File: src/rtl/fetch.sv
// Instruction fetch stage: issues sequential PC requests to instruction memory,
// buffers in-order responses in a small FIFO and redirects on jumps and taken branches.
module fetch #(
    parameter logic [31:0] RESET_PC = 32'h0000_0000,
    parameter int unsigned DEPTH    = 2
) (
    input  logic        clk,
    input  logic        reset,
    input  logic        AnyStall,
    input  logic        Jump_IDM1,
    input  logic [25:0] JumpTgt_IDM1,
    input  logic        BrTaken_EX,
    input  logic [31:0] BrTgt_EX,
    output logic        ImemReq,
    output logic [31:0] ImemAddr,
    input  logic        ImemGnt,
    input  logic        ImemRspValid,
    input  logic [31:0] ImemRspData,
    output logic [31:0] FetchData_IF,
    output logic        FetchValid_IF,
    output logic [31:0] Pc_IF,
    output logic        FetchStall_IF
);

    localparam int unsigned PTR_W = $clog2(DEPTH);
    localparam int unsigned CNT_W = $clog2(DEPTH + 1);
    localparam int unsigned SUM_W = CNT_W + 1;

    logic [31:0]      r_pc;
    logic [31:0]      r_instr [DEPTH];
    logic [31:0]      r_ipc   [DEPTH];
    logic [31:0]      r_qpc   [DEPTH];
    logic [PTR_W-1:0] r_rd;
    logic [PTR_W-1:0] r_wr;
    logic [PTR_W-1:0] r_qrd;
    logic [PTR_W-1:0] r_qwr;
    logic [CNT_W-1:0] r_count;
    logic [CNT_W-1:0] r_out_cnt;
    logic [CNT_W-1:0] r_drop_cnt;

    logic             w_valid;
    logic             w_pop;
    logic             w_jredir;
    logic             w_bredir;
    logic             w_redirect;
    logic [SUM_W-1:0] w_inflight;
    logic             w_req;
    logic             w_accept;
    logic             w_rsp;
    logic             w_drop_now;
    logic             w_push;
    logic [3:0]       w_region;
    logic [31:0]      w_target;

    // Handshake, redirect and FIFO control; outputs are forced idle while reset is high.
    always_comb begin
        w_valid    = (r_count != '0) && !reset;
        w_pop      = w_valid && !AnyStall;
        w_jredir   = w_pop && Jump_IDM1;
        w_bredir   = BrTaken_EX && !reset;
        w_redirect = w_jredir || w_bredir;
        w_inflight = SUM_W'(r_count) + SUM_W'(r_out_cnt);
        w_req      = !reset && !w_redirect && (w_inflight < SUM_W'(DEPTH));
        w_accept   = w_req && ImemGnt;
        w_rsp      = ImemRspValid && (r_out_cnt != '0) && !reset;
        w_drop_now = w_rsp && (r_drop_cnt != '0);
        w_push     = w_rsp && !w_drop_now && !w_redirect;
        // Region of the sequential successor: carry out of bits [27:2] bumps [31:28].
        w_region   = Pc_IF[31:28] + {3'b000, &Pc_IF[27:2]};
        w_target   = w_bredir ? BrTgt_EX : {w_region, JumpTgt_IDM1, 2'b00};
    end

    assign ImemReq       = w_req;
    assign ImemAddr      = r_pc;
    assign FetchValid_IF = w_valid;
    assign FetchData_IF  = w_valid ? r_instr[r_rd] : 32'h0000_0000;
    assign Pc_IF         = w_valid ? r_ipc[r_rd] : RESET_PC;
    assign FetchStall_IF = !w_valid;

    // Payload storage: response FIFO and the PCs of requests still in flight.
    always_ff @(posedge clk) begin
        if (w_push) begin
            r_instr[r_wr] <= ImemRspData;
            r_ipc[r_wr]   <= r_qpc[r_qrd];
        end
        if (w_accept) begin
            r_qpc[r_qwr] <= r_pc;
        end
    end

    always_ff @(posedge clk) begin
        if (reset) begin
            r_pc       <= RESET_PC;
            r_rd       <= '0;
            r_wr       <= '0;
            r_qrd      <= '0;
            r_qwr      <= '0;
            r_count    <= '0;
            r_out_cnt  <= '0;
            r_drop_cnt <= '0;
        end else begin
            r_out_cnt <= r_out_cnt + CNT_W'(w_accept) - CNT_W'(w_rsp);
            if (w_accept) begin
                r_qwr <= r_qwr + PTR_W'(1);
            end
            if (w_rsp) begin
                r_qrd <= r_qrd + PTR_W'(1);
            end
            if (w_redirect) begin
                // Every request still outstanding belongs to the abandoned path.
                r_pc       <= w_target;
                r_rd       <= '0;
                r_wr       <= '0;
                r_count    <= '0;
                r_drop_cnt <= r_out_cnt - CNT_W'(w_rsp);
            end else begin
                if (w_accept) begin
                    r_pc <= r_pc + 32'd4;
                end
                if (w_push) begin
                    r_wr <= r_wr + PTR_W'(1);
                end
                if (w_pop) begin
                    r_rd <= r_rd + PTR_W'(1);
                end
                r_count <= r_count + CNT_W'(w_push) - CNT_W'(w_pop);
                if (w_drop_now) begin
                    r_drop_cnt <= r_drop_cnt - CNT_W'(1);
                end
            end
        end
    end

endmodule

File: config.mk
export PLATFORM = sky130hd
export DESIGN_NAME = fetch
export DESIGN_NICKNAME = d
export VERILOG_FILES = /design/src/rtl/fetch.sv
export SDC_FILE = /design/constraint.sdc
export NUM_CORES = 1
export LEC_CHECK = 0
export CORE_MARGIN = 2
export CORE_UTILIZATION = 45
export CTS_BUF_LIST = sky130_fd_sc_hd__clkbuf_16
export DETAILED_ROUTE_END_ITERATION = 10
export PLACE_DENSITY_LB_ADDON = 0.05
export SYNTH_ARGS = -nofsm -noshare
export SYNTH_HDL_FRONTEND = slang
export SYNTH_SLANG_ARGS = --single-unit
File: constraint.sdc
create_clock -name clk -period 7.4 [get_ports clk]
set_input_delay 2.22 -clock clk [delete_from_list [all_inputs] [get_ports clk]]
set_output_delay 2.22 -clock clk [all_outputs]
set_load 0.1 [all_outputs]
; ---- Yosys cells after proc, flatten, opt, wreduce, memory -nomap -nowiden
; Memory sizes are Yosys's and may differ from the RTL's. A register that Yosys moved wholly into a read port is not among the register bits.
; Index checks and enable logic that the tools add are counted.
; W data, S select, Z words.
[word_totals]
ff_bits = 42
ramBits = 192
input_bits = 97
wordCells = 67
memories = 3
[memory_table]
columns = name, depth, word_bits, read_ports, rd_clocked_by_memory_dff, write_ports, line_no
row1 = r_instr, 2, 32, 1, 1, 1, 30  ; logic [31:0] r_instr [DEPTH];
row2 = r_ipc, 2, 32, 1, 1, 1, 31  ; logic [31:0] r_ipc [DEPTH];
row3 = r_qpc, 2, 32, 1, 1, 1, 32  ; logic [31:0] r_qpc [DEPTH];
[op_classes]
addsub = 13
magnitude_cmp = 1
n_mux = 17
n_reduce_logical = 25
[op_table]
columns = operator, n
row1 = $mux W32, 5
row2 = $add A32 B3 Y32 const B, 1
row3 = $reduce_and A26 Y1, 1
row4 = $logic_and A1 B1 Y1, 12
row5 = $mux W1, 10
row6 = $reduce_bool A2 Y1, 5
row7 = $sub A2 B1 Y2, 3
row8 = $logic_not A1 Y1, 5
row9 = $add A1 B1 Y1 const B, 4
row10 = $add A2 B1 Y2, 2
row11 = $add A4 B1 Y4, 1
row12 = $mux W2, 2
row13 = $add A2 B2 Y3, 1
row14 = $lt A3 B2 Y1 const B, 1
row15 = $reduce_or A2 Y1, 1
row16 = $sub A2 B1 Y2 const B, 1
row17 = $logic_or A1 B1 Y1, 1

; ---- Logic depth before layout (Yosys ltp)
; Gate-level depths: netlist (run 1).
[depth]
ltp_word = 11
ltp_mapped = 12
mapped_depth_nobuf = 11

; ---- Worst setup path before layout (run 1)
; OpenSTA, ideal clock, no wires.
[synth_path]
kind = input to output
startpoint = input reset
endpoint = output Pc_IF[28]
t_arrival_ps = 4729
t_required_ps = 5180
slack_ps = 451
path_stages = 4
cell_sequence = clkbuf_1 > o21bai_1 > clkbuf_1 > nor2_1
[synth_via]
elab_chain_len = 3
[synth_rtl]
columns = element, line_no
row1 = "start, declared", 8  ; input logic reset,
row2 = $logic_not A1 Y1, 57  ; w_valid = (r_count != '0) && !reset;
row3 = $logic_and A1 B1 Y1, 57
row4 = $mux W32, 77  ; assign Pc_IF = w_valid ? r_ipc[r_rd] : RESET_PC;
row5 = "end, declared", 21  ; output logic [31:0] Pc_IF,
; Every way passes these cells.

; ---- Final worst setup path (run 1)
[layout_path]
startpoint = input BrTaken_EX
endpoint = output ImemReq
[layout_via]
elab_chain_len = 5
[layout_rtl]
columns = element, line_no
row1 = "start, declared", 12  ; input logic BrTaken_EX,
row2 = $logic_and A1 B1 Y1, 60  ; w_bredir = BrTaken_EX && !reset;
row3 = $logic_or A1 B1 Y1, 61  ; w_redirect = w_jredir || w_bredir;
row4 = $logic_not A1 Y1, 63  ; w_req = !reset && !w_redirect && (w_inflight < SUM_W'(DEPTH));
row5 = $logic_and A1 B1 Y1 (2 in a row), 63
row6 = "end, declared", 14  ; output logic ImemReq,
; Every way passes these cells.

==> implementation parameters, run 1 <==
Parameter                              Value

Status
  Outcome    finished clean

Route
  # DRC    0
  Detailed-route via count    ~7,100
  Iteration-0 DRC Markers    between 400 and 500
  DRT Pass-1 Iters    5
  Final Routed Wirelength    ~25 mm
  Drt via density    5.56
  Routed len/inst    19.7 um
  Residual antenna-violating net count after detailed routing    0

Power
  Net switching power    about 0.74 mW
  Design internal power    about 2.3 mW
  Switching fraction of total power    between 20% and 30%
  Power per cell area    232 nW/um^2
  Power share of the clock group    between 30% and 40%
  Worst IR Drop VDD    roughly 0.16 mV
  Sequential cell fraction of total power    49.4%
  Leakage power summed over all cells    4.44 nW
  Gate power share    a little over a tenth
  Final Power    3.06 mW

Clocking
  Clock Root Buffer    sky130_fd_sc_hd__clkbuf_16
  Number of instances resized during post-cts repair    0
  Latest clock arrival within the worst-skew pair    0.52 ns
  Maximum count of clock buffers along a single path    3
  TritonCTS Buffers    25
  Clock transition time at the flip-flop clock pins of the worst setup and hold paths    roughly 0.060 ns
  TritonCTS clock tree    yes
  Setup fix buffers added after clock tree synthesis    0
  TritonCTS sink count    roughly 240
  Level count of the clock H-tree    1
  Count of hold buffers inserted by post-cts repair    0

Yosys
  Summed instance area of the synthesized netlist    10,200 sq um
  Leading cell types by total area after synthesis    sky130_fd_sc_hd__edfxtp_1 (56%), sky130_fd_sc_hd__dfxtp_1 (8.6%), sky130_fd_sc_hd__mux2i_1 (7.9%)
  Synthesized Nets    886
  Warning count from the yosys run    0
  Sequential-to-total area share from yosys stat    around two thirds
  Number of synthesized flops with an enable pin    between 150 and 200
  Syn avg cell area    13.1 sq um
  Unique cell type count in the Yosys netlist    63
  Predominant post-synthesis flop cell    sky130_fd_sc_hd__edfxtp_1
  Total of flip-flops plus latches after synthesis    236
  Cells after Synth    between 700 and 800
  Area share of the largest cell type after synthesis    between 50 and 60%
  Fraction of synthesis flops using an asynchronous set or reset pin    0%
  Dominant cell type by area after synthesis    sky130_fd_sc_hd__edfxtp_1

Placement
  Cell total after placement    ~1,200
  Routability congestion estimate    approximately 0.85
  Post-DP HPWL    approximately 17 mm
  Number of buffers inserted by port buffering    around 200

Floorplan
  Std-Cell Rows    55
  Total core area    around 23,000 sq um
  Area enclosed by the die boundary    24,000 sq um
  Die W    155 um
  Initial core utilization    ~46%
  Die height    roughly 150 um
  Number of I/O pins    just under 200

Worst setup path
  Internal reg-to-reg setup slack    approximately 3.6 ns
  Arrival time worst endpoint    about 4.0 ns
  Crit path kind    input pin to output pin
  CP endpoint kind    output pin
  Endpoint of the lowest-slack register-to-register path    ImemAddr[31]
  Critical Path Start    BrTaken_EX
  CP required    between 5 and 6 ns
  Setup crit end    ImemReq
  Startpoint type of the worst setup path    input pin
  Maximum fanout along the worst path    24
  Number of cells on the worst reg-to-reg path    11

STA
  Final Slew Violations    0
  Worst max-slew margin expressed relative to the limit    about 28%
  Setup repair after global routing missed its margin    no
  Final critical-path required period    between 6 and 7 ns
  Final setup skew    approximately 0.022 ns
  Final Hold Violating Endpoints    0
  Total Neg Setup Slack    0 ns
  Period Utilization, post-route    a little over four fifths
  Count of final setup violators    0
  Highest clock frequency the design can meet    about 0.16 GHz
  Worst Max-Slew Pin Slew    between 1 and 1.5 ns

Min path
  Kind of path behind the tightest hold check    flop to flop

Global routing
  Maximum number of pins on one net before global-route repair    65
  Global router's overall resource usage    20.4%
  Number of antenna violations at the first check in global routing    0
  Wire length of the first global-routing pass    around 38 mm
  Via count of the first global-routing pass    a little over 7,000
  Overflow after GRT    0

Final layout
  Post-route non-filler standard cell count    ~1,300
  Growth of design area from synthesis to finish    28.6%
  Storage element area    ~6700 sq um
  Area of the multi-input gates    between 3000 and 4000 sq um
  Total Nets Final    1,078
  Leading cell type in the layout, fill and taps excluded    sky130_fd_sc_hd__edfxtp_1
  Share of final-layout standard cells stronger than drive strength 1    around 17%
  Antenna diodes    0
  Number of filler cells placed in the layout    1,834
  Commonest cells after routing, fill and taps aside    sky130_fd_sc_hd__edfxtp_1 (192), sky130_fd_sc_hd__clkdlybuf4s50_1 (127), sky130_fd_sc_hd__nor2_1 (90)

Run
  Max-cap violation count    0
==> synthesized netlist by cell type (all sizes together) (6+ instances only) <==
cell,count
edfxtp,192
nor2,93
mux2i,81
dfxtp,44
mux2,33
nand2,30
o21ai,26
clkbuf,25
a21oi,24
nand3,24
buf,21
nand4,20
nor3,16
inv,14
xnor2,12
a31oi,10
and3,10
ha,9
and4,7
nor4,6
o211ai,6
==> per-layer routing <==
metal  global-route usage [%]  vias up  share of wire, %
li1                         -     3348                 -
met3                     4.29       34               7.1
met4                     5.60        0               2.1
met2                     34.3      301                48
met1                     27.0     3412                43
met5                        0        -                 0
==> worst min-delay path by stage <==
stage                startpoint          end  slack [ns]  depth (start not counted)
floorplan                 r_qrd         flop        0.47                          2
global placement    ImemAddr[1]  r_qpc[0][1]        0.48                          0
detailed placement  ImemAddr[1]  r_qpc[1][1]        0.48                          0
CTS                 ImemAddr[0]  r_qpc[0][0]        0.51                          0
global route        ImemAddr[0]  r_qpc[0][0]        0.52                          0
finish                     r_rd         flop        0.51                          2
==> state kept, by name (all words and copies together), names as in the netlist, named ones only <==
name / flops
ImemAddr: 32
r_instr: 64
r_count: 2
r_ipc: 64
r_drop_cnt: 2
r_rd: 1
r_wr: 1
r_qrd: 1
r_qwr: 1
r_out_cnt: 2
r_qpc: 64
==> logic make-up after synthesis <==
family | synth area share, %
flops | 64.9
compound gates | 7.05
simple gates | 11.5
mux | 11.5
fa+ha+maj | 1.30
xor+xnor | 1.37
buf+inv | 2.33
==> per-stage QoR <==
step                      area, sq um  util [%]  hold slack [ns]  setup slack [ns]
after floorplan                 10200         -            0.472             0.451
after global placement          12400      54.9            0.481              1.22
after detailed placement        12400      54.9            0.485              1.21
after CTS                       13200      58.5            0.513              1.20
after global routing            13200      58.5            0.520              1.07
final                           13200      58.5            0.509              1.20
==> power by group through the flow <==
| stage | combinational (mW) | clock (mW) | sequential (mW) |
|---|---|---|---|
| floorplan | 0.128 | 0 | 1.61 |
| global placement | 0.322 | 0 | 1.54 |
| detailed placement | 0.327 | 0 | 1.54 |
| CTS | 0.328 | 1.25 | 1.51 |
| global route | 0.347 | 1.30 | 1.52 |
| finish | 0.327 | 1.22 | 1.51 |
==> worst max-delay path: stages <==
cell and delay, ns:
sky130_fd_sc_hd__clkdlybuf4s50_1 0.39, sky130_fd_sc_hd__buf_4 0.21, sky130_fd_sc_hd__inv_1 0.15, sky130_fd_sc_hd__o21ai_1 0.08, sky130_fd_sc_hd__buf_4 0.20, sky130_fd_sc_hd__nor2_1 0.26, sky130_fd_sc_hd__and3_1 0.27, sky130_fd_sc_hd__buf_12 0.19
==> final cells by class <==
cell class	count	share of cell area [%]
Inverter	14	0.399
Multi-Input combinational cell	483	25.7
Clock buffer	25	4.75
Clock inverter	21	1.41
Tap cell	285	2.71
Sequential cell	236	50.5
Timing Repair Buffer	211	14.5
No activity file was read; power rests on OpenSTA's default activity.
==> run 2: changes to the inputs <==
clock period = 6.3 ns   (was 7.4 ns; I/O delays follow)
==> implementation parameters, run 2 (synthesized netlist as in run 1, its figures left out) <==
Parameter                              Value

Status
  Outcome    finished clean

Route
  DRT Pass-1 Iters    5 (unchanged)
  # DRC    0 (unchanged)
  Iteration-0 DRC Markers    559 (+12%)
  Detailed-route via count    7,191 (+1.4%)
  Final Routed Wirelength    25.4 mm (+1.3%)
  Residual antenna-violating net count after detailed routing    0 (unchanged)
  Drt via density    5.63 (+1.1%)
  Routed len/inst    19.9 um (+1.1%)

Worst setup path
  Arrival time worst endpoint    3.40 ns (-0.58 ns)
  CP endpoint kind    output pin
  Startpoint type of the worst setup path    input pin
  CP required    4.41 ns (-0.77 ns)
  Endpoint of the lowest-slack register-to-register path    ImemAddr[31]
  Number of cells on the worst reg-to-reg path    11 (unchanged)
  Maximum fanout along the worst path    4 (-83%)
  Internal reg-to-reg setup slack    2.54 ns (-1.07 ns)
  Crit path kind    input pin to output pin

Clocking
  Latest clock arrival within the worst-skew pair    0.51 ns (about the same)
  Maximum count of clock buffers along a single path    3 (unchanged)
  TritonCTS Buffers    25 (unchanged)
  TritonCTS clock tree    yes
  Count of hold buffers inserted by post-cts repair    0 (unchanged)
  Clock transition time at the flip-flop clock pins of the worst setup and hold paths    0.06 ns (about the same)
  Level count of the clock H-tree    1 (unchanged)
  TritonCTS sink count    236 (unchanged)
  Setup fix buffers added after clock tree synthesis    0 (unchanged)
  Clock Root Buffer    sky130_fd_sc_hd__clkbuf_16
  Number of instances resized during post-cts repair    0 (unchanged)

STA
  Final setup skew    0.0126 ns (-0.00909 ns)
  Final Slew Violations    0 (unchanged)
  Count of final setup violators    0 (unchanged)
  Worst Max-Slew Pin Slew    1.05 ns (-0.0352 ns)
  Worst hold slack across all endpoints    0.490 ns (-0.0183 ns)
  Period Utilization, post-route    between 80% and 90%
  Setup repair after global routing missed its margin    no
  Worst max-slew margin expressed relative to the limit    30.0% (+2.1 points)
  Total Neg Setup Slack    0 ns (unchanged)
  Final critical-path required period    between 5 and 6 ns
  Highest clock frequency the design can meet    between 0.15 and 0.2 GHz
  Final Hold Violating Endpoints    0 (unchanged)

Final layout
  Number of filler cells placed in the layout    1,771 (-3.4%)
  Commonest cells after routing, fill and taps aside    sky130_fd_sc_hd__edfxtp_1 (192), sky130_fd_sc_hd__clkdlybuf4s50_1 (127), sky130_fd_sc_hd__nor2_1 (90)
  Post-route non-filler standard cell count    1,278 (+0.24%)
  Leading cell type in the layout, fill and taps excluded    sky130_fd_sc_hd__edfxtp_1
  Antenna diodes    0 (unchanged)
  Total Nets Final    1,081 (+0.28%)
  Core occupancy in the finished layout    61.0% (+2.4 points)
  Share of final-layout standard cells stronger than drive strength 1    17.2% (-0.052 points)
  Growth of design area from synthesis to finish    33.9%
  Largest registers    r_instr x64, r_ipc x64, r_qpc x64

Floorplan
  Number of I/O pins    196 (unchanged)
  Total core area    22,500 sq um (unchanged)
  Die height    155 um (unchanged)
  Initial core utilization    45.5% (unchanged)
  Std-Cell Rows    55 (unchanged)
  Die W    155 um (unchanged)
  Area enclosed by the die boundary    24,000 sq um (unchanged)

Global routing
  Maximum number of pins on one net before global-route repair    65 (unchanged)
  Overflow after GRT    0 (unchanged)
  Wire length of the first global-routing pass    39.1 mm (+1.9%)
  Global router's overall resource usage    20.8% (+0.40 points)
  Via count of the first global-routing pass    7,210 (+2.2%)
  Number of antenna violations at the first check in global routing    0 (unchanged)

Placement
  Routability congestion estimate    0.891 (+4.6%)
  Cell total after placement    1,232 (+0.24%)
  Number of buffers inserted by port buffering    195 (unchanged)
  Post-DP HPWL    17.1 mm (+1.7%)

Power
  Worst IR Drop VDD    0.179 mV (+13%)
  Power per cell area    258 nW/um^2 (+11%)
  Leakage power summed over all cells    4.57 nW (+2.8%)

Min path
  Kind of path behind the tightest hold check    flop to flop
  Number of stages on the worst hold path    0 (-2)
  Worst Hold Launch    ImemAddr[1]
  Worst Hold Endpoint    r_qpc[0][1]

Run
  Max-cap violation count    0 (unchanged)
run 2: report_power, final:
part / internal (mW) / switching [mW] / total [mW]
Sequential: 1.74 / 0.0422 / 1.78
Combinational: 0.149 / 0.241 / 0.390
Clock: 0.800 / 0.566 / 1.37
Total: 2.69 / 0.849 / 3.53
run 2: stage by stage:
stage / area, sq um / power (mW) / worst slack [ns]
final: 13700 / 3.53 / 1.01
after global routing: 13700 / 3.66 / 0.948
after CTS: 13700 / 3.56 / 0.985
after detailed placement: 12900 / 2.20 / 0.995
after global placement: 12900 / 2.19 / 1.03
after floorplan: 10200 / 2.04 / 0.0108
run 2: layout make-up:
type | instances | area (sq um) | area share, %
clock buffer | 25 | 626 | 4.56
clock inverter | 21 | 148 | 1.08
inverter | 14 | 52.6 | 0.383
multi-input combinational | 483 | 3390 | 24.7
sequential | 236 | 6650 | 48.5
tap | 285 | 357 | 2.60
timing repair buffer | 214 | 2500 | 18.2
run 2: worst max-delay path, stage by stage:
cell and delay (ns):
sky130_fd_sc_hd__clkdlybuf4s50_1 0.51, sky130_fd_sc_hd__nand2b_1 0.18, sky130_fd_sc_hd__o21ai_1 0.09, sky130_fd_sc_hd__nor2_1 0.27, sky130_fd_sc_hd__and3_1 0.26, sky130_fd_sc_hd__buf_12 0.19
run 2: how the worst max path moves through the flow:
stage                      endpoint  cells past startpoint  slack (ns)      from
after global placement      ImemReq                      6        1.03  AnyStall
after CTS                   ImemReq                      6        0.98  AnyStall
after detailed placement    ImemReq                      6        0.99  AnyStall
after floorplan           Pc_IF[28]                      4        0.01     reset
final                       ImemReq                      6        1.01  AnyStall
after global routing        ImemReq                      6        0.95  AnyStall
run 2: per-layer routing:
metal / GRT usage [%] / vias up / wire length (um) / part of all wire [%]
li1: - / 3361 / - / -
met1: 26.9 / 3488 / 10800 / 42
met2: 35.5 / 303 / 12200 / 48
met3: 3.68 / 39 / 1750 / 6.9
met4: 7.10 / 0 / 662 / 2.6
met5: 0 / - / 0 / 0
==> run 3: changes to the inputs <==
clock period = 4.23 ns   (was 6.3 ns; I/O delays follow)
==> implementation parameters, run 3 (synthesized netlist as in run 1, its figures left out) <==
Parameter                              Value

Worst setup path
  Number of cells on the worst reg-to-reg path    12 (+1)
  Internal reg-to-reg setup slack    1.28 ns (-1.26 ns)
  Critical Path Start    AnyStall
  CP endpoint kind    output pin
  Startpoint type of the worst setup path    input pin
  Reg-to-reg startpoint    r_ipc[0][6]
  Maximum fanout along the worst path    4 (unchanged)
  Arrival time worst endpoint    2.63 ns (-0.77 ns)
  Setup crit end    ImemReq
  Crit path kind    input pin to output pin
  CP required    2.96 ns (-1.45 ns)
  Endpoint of the lowest-slack register-to-register path    ImemAddr[31]

Clocking
  TritonCTS clock tree    yes
  Number of instances resized during post-cts repair    0 (unchanged)
  Level count of the clock H-tree    1 (unchanged)
  Latest clock arrival within the worst-skew pair    0.51 ns (about the same)
  Clock Root Buffer    sky130_fd_sc_hd__clkbuf_16
  TritonCTS sink count    236 (unchanged)
  Count of hold buffers inserted by post-cts repair    0 (unchanged)
  Setup fix buffers added after clock tree synthesis    0 (unchanged)
  Clock transition time at the flip-flop clock pins of the worst setup and hold paths    0.06 ns (about the same)
  TritonCTS Buffers    25 (unchanged)
  Maximum count of clock buffers along a single path    3 (unchanged)

Route
  DRT Pass-1 Iters    5 (unchanged)
  Iteration-0 DRC Markers    433 (-23%)
  Detailed-route via count    7,106 (-1.2%)
  Final Routed Wirelength    25.1 mm (-1.0%)
  Drt via density    5.54 (-1.5%)
  Routed len/inst    19.6 um (-1.3%)
  # DRC    0 (unchanged)
  Residual antenna-violating net count after detailed routing    0 (unchanged)

Floorplan
  Die W    155 um (unchanged)
  Total core area    22,500 sq um (unchanged)
  Area enclosed by the die boundary    24,000 sq um (unchanged)
  Std-Cell Rows    55 (unchanged)
  Die height    155 um (unchanged)
  Initial core utilization    45.5% (unchanged)
  Number of I/O pins    196 (unchanged)

Placement
  Cell total after placement    1,238 (+0.49%)
  Routability congestion estimate    0.861 (-3.4%)
  Post-Place Setup Slack    0.339 ns (-0.656 ns)
  Post-DP HPWL    17.6 mm (+2.4%)
  Placement-stage cell area    13,300 sq um (+3.0%)
  Number of buffers inserted by port buffering    195 (unchanged)

STA
  Worst setup margin    0.336 ns (-0.678 ns)
  Highest clock frequency the design can meet    0.257 GHz
  Worst max-slew margin expressed relative to the limit    34.0% (+3.9 points)
  Period Utilization, post-route    around 92%
  Count of final setup violators    0 (unchanged)
  Final setup skew    0.00984 ns (-0.00271 ns)
  Final Hold Violating Endpoints    0 (unchanged)
  Setup repair after global routing missed its margin    no
  Final Slew Violations    0 (unchanged)
  Worst Max-Slew Pin Slew    0.987 ns (-0.0588 ns)
  Final critical-path required period    3.89 ns

Final layout
  Share of final-layout standard cells stronger than drive strength 1    21.7% (+4.4 points)
  Growth of design area from synthesis to finish    37.5%
  Largest registers    r_instr x64, r_ipc x64, r_qpc x64
  Number of filler cells placed in the layout    1,746 (-1.4%)
  Antenna diodes    0 (unchanged)
  Cell area after layout    14,100 sq um (+2.6%)
  Leading cell type in the layout, fill and taps excluded    sky130_fd_sc_hd__edfxtp_1
  Total Nets Final    1,087 (+0.56%)
  Post-route non-filler standard cell count    1,282 (+0.31%)
  Commonest cells after routing, fill and taps aside    sky130_fd_sc_hd__edfxtp_1 (192), sky130_fd_sc_hd__clkdlybuf4s50_1 (110), sky130_fd_sc_hd__mux2i_1 (81)

Global routing
  Overflow after GRT    0 (unchanged)
  Number of antenna violations at the first check in global routing    0 (unchanged)
  Wire length of the first global-routing pass    39.1 mm (-0.16%)
  Via count of the first global-routing pass    7,175 (-0.49%)
  Maximum number of pins on one net before global-route repair    65 (unchanged)
  Global router's overall resource usage    20.6% (-0.12 points)

Status
  Outcome    finished clean

Run
  Max-cap violation count    0 (unchanged)

Power
  Leakage power summed over all cells    4.66 nW (+2.0%)
  Power per cell area    371 nW/um^2 (+44%)
  Final Power    5.22 mW (+48%)
  Worst IR Drop VDD    0.292 mV (+63%)

Min path
  Kind of path behind the tightest hold check    flop to flop
run 3: worst min-delay path by stage:
stage / start / end / slack, ns / cells past startpoint
6_report: ImemAddr[0] / r_qpc[1][0] / 0.50 / 0
5_1_grt: ImemAddr[0] / r_qpc[0][0] / 0.52 / 0
4_1_cts: ImemAddr[0] / r_qpc[0][0] / 0.50 / 0
3_5_place_dp: ImemAddr[0] / r_qpc[0][0] / 0.49 / 0
3_3_place_gp: ImemAddr[1] / r_qpc[0][1] / 0.48 / 0
2_1_floorplan: r_qrd / flop / 0.47 / 2
run 3: routing by layer:
| metal | GRT usage, % | vias to the layer above | wire length [um] |
|---|---|---|---|
| li1 | - | 3372 | - |
| met5 | 0 | - | 0 |
| met1 | 28.0 | 3426 | 10900 |
| met4 | 5.86 | 0 | 478 |
| met2 | 35.3 | 267 | 12400 |
| met3 | 2.59 | 41 | 1310 |
run 3: through the flow:
step | util [%] | hold slack [ns] | setup TNS (ns)
6_report | 62.6 | 0.500 | 0
5_1_grt | 62.6 | 0.524 | 0
4_1_cts | 62.6 | 0.505 | 0
3_5_place_dp | 59.2 | 0.486 | 0
3_3_place_gp | 59.2 | 0.482 | 0
2_1_floorplan | - | 0.472 | -15.83
run 3: cell type report:
type / count / area [sq um] / area share, %
Clock buffer: 25 / 626 / 4.44
Clock inverter: 19 / 120 / 0.853
Inverter: 14 / 52.6 / 0.373
Multi-Input combinational cell: 483 / 3470 / 24.7
Sequential cell: 236 / 6650 / 47.2
Tap cell: 285 / 357 / 2.53
Timing Repair Buffer: 220 / 2800 / 19.9
run 3: report_power, final:
group	leakage, nW	switching [mW]	total (mW)	internal (mW)
clock	0.375	0.853	1.99	1.13
sequential	2.12	0.0772	2.66	2.59
combinational	2.17	0.350	0.575	0.225
run 3: worst max-delay path: stages:
cell                              delay (ns)
sky130_fd_sc_hd__clkdlybuf4s50_1        0.50
sky130_fd_sc_hd__nand2b_1               0.21
sky130_fd_sc_hd__o21ai_1                0.10
sky130_fd_sc_hd__nor2_1                 0.13
sky130_fd_sc_hd__and3_1                 0.22
sky130_fd_sc_hd__buf_12                 0.18
